File: src/rtl/instr_sequencer.sv
// Program-memory instruction sequencer: issues stored 6-bit words over a valid/ready
// handshake, once over a programmed length or continuously in loop mode.
module instr_sequencer #(
    parameter int  PROG_DEPTH = 16,
    localparam int ADDR_WIDTH = $clog2(PROG_DEPTH)
) (
    input  logic                  clk,
    input  logic                  rst,
    input  logic                  prog_we,
    input  logic [ADDR_WIDTH-1:0] prog_addr,
    input  logic [5:0]            prog_data,
    input  logic                  start,
    input  logic [ADDR_WIDTH:0]   length,
    input  logic                  loop_en,
    input  logic                  stop,
    input  logic                  instr_ready,
    output logic [5:0]            instruction,
    output logic                  instr_valid,
    output logic [ADDR_WIDTH-1:0] pc,
    output logic                  busy,
    output logic                  done
);

    localparam int LW = ADDR_WIDTH + 1;

    typedef enum logic [1:0] {
        IDLE = 2'd0,
        RUN  = 2'd1,
        DONE = 2'd2
    } state_t;

    state_t          state;
    logic [5:0]      mem [PROG_DEPTH];
    logic [LW-1:0]   len_q;
    logic            loop_q;
    logic [LW-1:0]   eff_len;
    logic            xfer;
    logic            last_word;

    assign eff_len   = (length > LW'(PROG_DEPTH)) ? LW'(PROG_DEPTH) : length;
    assign xfer      = instr_valid && instr_ready;
    assign last_word = ({1'b0, pc} == (len_q - LW'(1)));

    // Program memory is deliberately left out of reset so a program survives it.
    always_ff @(posedge clk) begin
        if (!rst && state == IDLE && prog_we) begin
            mem[prog_addr] <= prog_data;
        end
    end

    always_ff @(posedge clk) begin
        if (rst) begin
            state       <= IDLE;
            instruction <= '0;
            instr_valid <= 1'b0;
            pc          <= '0;
            busy        <= 1'b0;
            done        <= 1'b0;
            len_q       <= '0;
            loop_q      <= 1'b0;
        end else begin
            case (state)
                IDLE: begin
                    done <= 1'b0;
                    if (start) begin
                        if (eff_len == '0) begin
                            state <= DONE;
                            done  <= 1'b1;
                        end else begin
                            len_q       <= eff_len;
                            loop_q      <= loop_en;
                            pc          <= '0;
                            instruction <= mem[0];
                            instr_valid <= 1'b1;
                            busy        <= 1'b1;
                            state       <= RUN;
                        end
                    end
                end
                RUN: begin
                    // stop wins over everything; a coinciding transfer was already taken by the sink.
                    if (stop) begin
                        instr_valid <= 1'b0;
                        busy        <= 1'b0;
                        done        <= 1'b1;
                        state       <= DONE;
                    end else if (xfer) begin
                        if (!last_word) begin
                            pc          <= pc + ADDR_WIDTH'(1);
                            instruction <= mem[pc + ADDR_WIDTH'(1)];
                        end else if (loop_q) begin
                            pc          <= '0;
                            instruction <= mem[0];
                        end else begin
                            instr_valid <= 1'b0;
                            busy        <= 1'b0;
                            done        <= 1'b1;
                            state       <= DONE;
                        end
                    end
                end
                DONE: begin
                    done  <= 1'b0;
                    state <= IDLE;
                end
                default: begin
                    state       <= IDLE;
                    instr_valid <= 1'b0;
                    busy        <= 1'b0;
                    done        <= 1'b0;
                end
            endcase
        end
    end

endmodule

File: config.mk
export PLATFORM = sky130hd
export DESIGN_NAME = instr_sequencer
export DESIGN_NICKNAME = d
export VERILOG_FILES = /design/src/rtl/instr_sequencer.sv
export SDC_FILE = /design/constraint.sdc
export NUM_CORES = 1
export LEC_CHECK = 0
export ABC_AREA = 1
export CAP_MARGIN = 20
export CORE_ASPECT_RATIO = 1.1
export CORE_UTILIZATION = 50
export DETAILED_ROUTE_END_ITERATION = 8
export GPL_ROUTABILITY_DRIVEN = 0
export GPL_TIMING_DRIVEN = 0
export PLACE_DENSITY = 0.69
export RECOVER_POWER = 50
export REMOVE_ABC_BUFFERS = 1
export SYNTH_ARGS = -nofsm -noshare
export SYNTH_HDL_FRONTEND = slang
export SYNTH_SLANG_ARGS = --single-unit
File: constraint.sdc
create_clock -name clk -period 2 [get_ports clk]
set_clock_uncertainty 0.15 [all_clocks]
set_input_delay 0.4 -clock clk [delete_from_list [all_inputs] [get_ports clk]]
set_output_delay 0.4 -clock clk [all_outputs]
set_load 0.02 [all_outputs]
==> results.md <==
* Area after DPL at 5780 um^2
* Final #Nets at 684
* RSZ-0062 raised after global routing: true
* Clk Latency, worst-skew pair at 0.41 ns
* Initial antenna violation count at 0
* Syn Area/Cell at 8.93 um^2
* GR Layer Usage met3 at 7.50%
* Most common cell after layout, fill and taps aside: nand2_1
* WL final at 13.6 mm
* Detailed Routing Iterations Pass 1 at 5
* GRT met1 Usage at 28.7%
* Vias per Instance at 5.22
* Global routing's busiest layer: met2
* Max Freq at 475 MHz
* CTS Buffer Depth at 2
* Setup crit end kind: flop
* Die area at 11200 um^2
* Sinks on the clock net at 116
* Crit-path max cell delay at 0.37 ns
* Share of cells above drive strength 1 at 22.0%
* Htree depth at 4
* Post-synth cell types at 26
* Crit-path max FO at 6
* Initial drt markers at 314
* Violated checks: negative setup slack
* Largest net degree at the start of global routing at 51
* Number of diodes at 0
* Total track usage at 24.9%
* Worst setup margin at -0.103 ns
* Fin. max-slew vios at 0
* HPWL Detailed at 7.46 mm
* Worst-Margin Slew at 0.722 ns
* Rel. slew slack at 51.7%
* CTS buffer count at 17
* DRC violations left at 0
* Status: finished with violations
* Synth Instances at 601
* Num ports at 35
* Yosys reg bits at 116
* Wire per inst at 16.6 um
* GRT overflow at 0
* Setup_tns at -0.230 ns
* VDD IR-drop max at 0.000848 V
* Leakage at 0.00300 uW
* Fin area at 7270 um^2
* TritonCTS clock tree: yes
* Site Rows at 39
* Sequential share of the synthesized area at 61.2%
* Core area at 10400 um^2
* Crit-path cells: buf_12, ha_4, buf_6, clkbuf_16, buf_12, nand3_4, nand3_2, nand3_2, nand2_1, inv_1, nand2_1, nand3_1, a21oi_1
* Max-cap violations at 0
* Final Hold Fails at 0
* Initial Utilization at 51.6%
* Port bufs at 34
* Grt met2 use at 42.1%
* Most frequent cells in the layout: nand2_1, inv_1, edfxtp_1, nand3_1, nand3_2
* Reg2reg setup slack at -0.10 ns
* Worst endpoint required time at 2.19 ns
* Vias in the first global route at 4191
* Final ANT Viol Nets at 0
* # setup viols final at 6
* Clk slew on worst S/H paths at 0.06 ns
* Power per cell area at 905 nW/um^2
* Arrival time at the worst endpoint at 2.29 ns
* Synthesized area at 5370 um^2
* Slowest CP cell: dfxtp_4
* Synthesis-to-finish area growth at 35.5%
* Die Wd at 101 um
* Worst min path class: flop to flop
* Yosys warns at 0
* Clock Tree Root: clkbuf_16
* Setup CP Type: flop to flop
* Die H at 111 um
* First-pass GRT wire length at 20.5 mm
* Tcrit/Tclk final at 105%
* Via Count at 4263
* Crit path launch type: flop
* Clock period minus worst slack at 2.10 ns
-- final cells by class --
class | instances | area [um^2]
clock buffer | 18 | 429
clock inverter | 14 | 209
fill | 734 | 3120
inverter | 107 | 428
multi-input combinational | 356 | 2030
sequential | 116 | 3290
tap | 143 | 179
timing repair buffer | 61 | 693
timing repair inverter | 1 | 7.51
-- metal layers --
metal / wire, um / vias to the layer above
li1: - / 2045
met1: 5230 / 1991
met2: 6940 / 182
met3: 909 / 45
met4: 493 / 0
met5: 0 / -
-- where the power goes --
part	internal [uW]	switching [uW]
Clock	2200	1060
Combinational	253	385
Sequential	2660	25.3
Total	5110	1480
-- cell families (layout without fill, tap and decap cells) --
kind of cell	after synthesis	in the layout	synth area share, %
buffers and inverters	130	201	9.79
xor gates and xnor gates	4	4	0.653
and+or+nand+nor	324	324	25.3
AOI/OAI and AO/OA	25	26	2.61
adders and majority gates	2	2	0.466
DFF	116	116	61.2
-- through the flow --
step           util [%]  instances  setup WS (ns)  power (uW)  hold slack (ns)
4_1_cts            66.1        807        0.00981        6500            0.314
2_1_floorplan         -        578          -1.18        2990            0.289
3_5_place_dp       55.6        756          -1.32        3190            0.307
5_1_grt            70.0        816         -0.144        6770            0.336
3_3_place_gp       55.4        755          -2.47        3170            0.307
6_report           70.0        816         -0.103        6580            0.313
-- critical path, delay by kind of cell (launching register included) --
kind,cells,cell delay (ns)
AND/OR/NAND/NOR,6,0.41
AO/OA/AOI/OAI,1,0.15
flip-flops,1,0.37
adder cells (fa/ha/maj),1,0.34
buffers and inverters,5,0.59
-- cell usage after synthesis --
master,instances,area [um^2]
nand2_1,194,728
inv_1,104,390
edfxtp_1,96,2880
nand3_1,93,465
nor2_1,30,113
dfxtp_1,20,400
a21oi_1,16,80.1
buf_2,12,60.1
clkbuf_1,7,26.3
o21ai_0,4,20.0
inv_2,3,11.3
nand4_1,3,18.8
xor2_1,3,26.3
buf_4,2,15.0
buf_6,2,22.5
ha_1,2,25.0
a211oi_1,1,7.51
a21o_1,1,7.51
a21oi_2,1,8.76
a32oi_1,1,8.76
nand3_2,1,10.0
nor2_2,1,6.26
nor2_4,1,11.3
nor3_1,1,5.00
o31ai_1,1,7.51
xnor2_1,1,8.76
-- repair_timing --
item                                    4_1_cts  5_1_grt
pin swaps                                     3       36
endpoints found under the setup margin      114       90
gates resized for setup                      65       70
hold buffers                                  0        0
buffers inserted                             16        7
gates cloned                                  3        2
-- sequential cells by signal, summed over array words and instances (netlist names) --
register / cells
pc: 4
loop_q: 1
state: 2
busy: 1
instruction: 6
mem: 96
len_q: 5
done: 1
-- worst paths after layout --
| kind | to | cells past startpoint | from |
|---|---|---|---|
| min reg2reg | instruction[2]$_SDFFE_PP0P_ | 2 | instruction[2]$_SDFFE_PP0P_ |
| max reg2reg | instruction[3]$_SDFFE_PP0P_ | 13 | pc[0]$_SDFFE_PP0P_ |
| max | instruction[3]$_SDFFE_PP0P_ | 13 | pc[0]$_SDFFE_PP0P_ |
| min | instruction[2]$_SDFFE_PP0P_ | 2 | instruction[2]$_SDFFE_PP0P_ |
No activity file was read; power rests on OpenSTA's default activity.
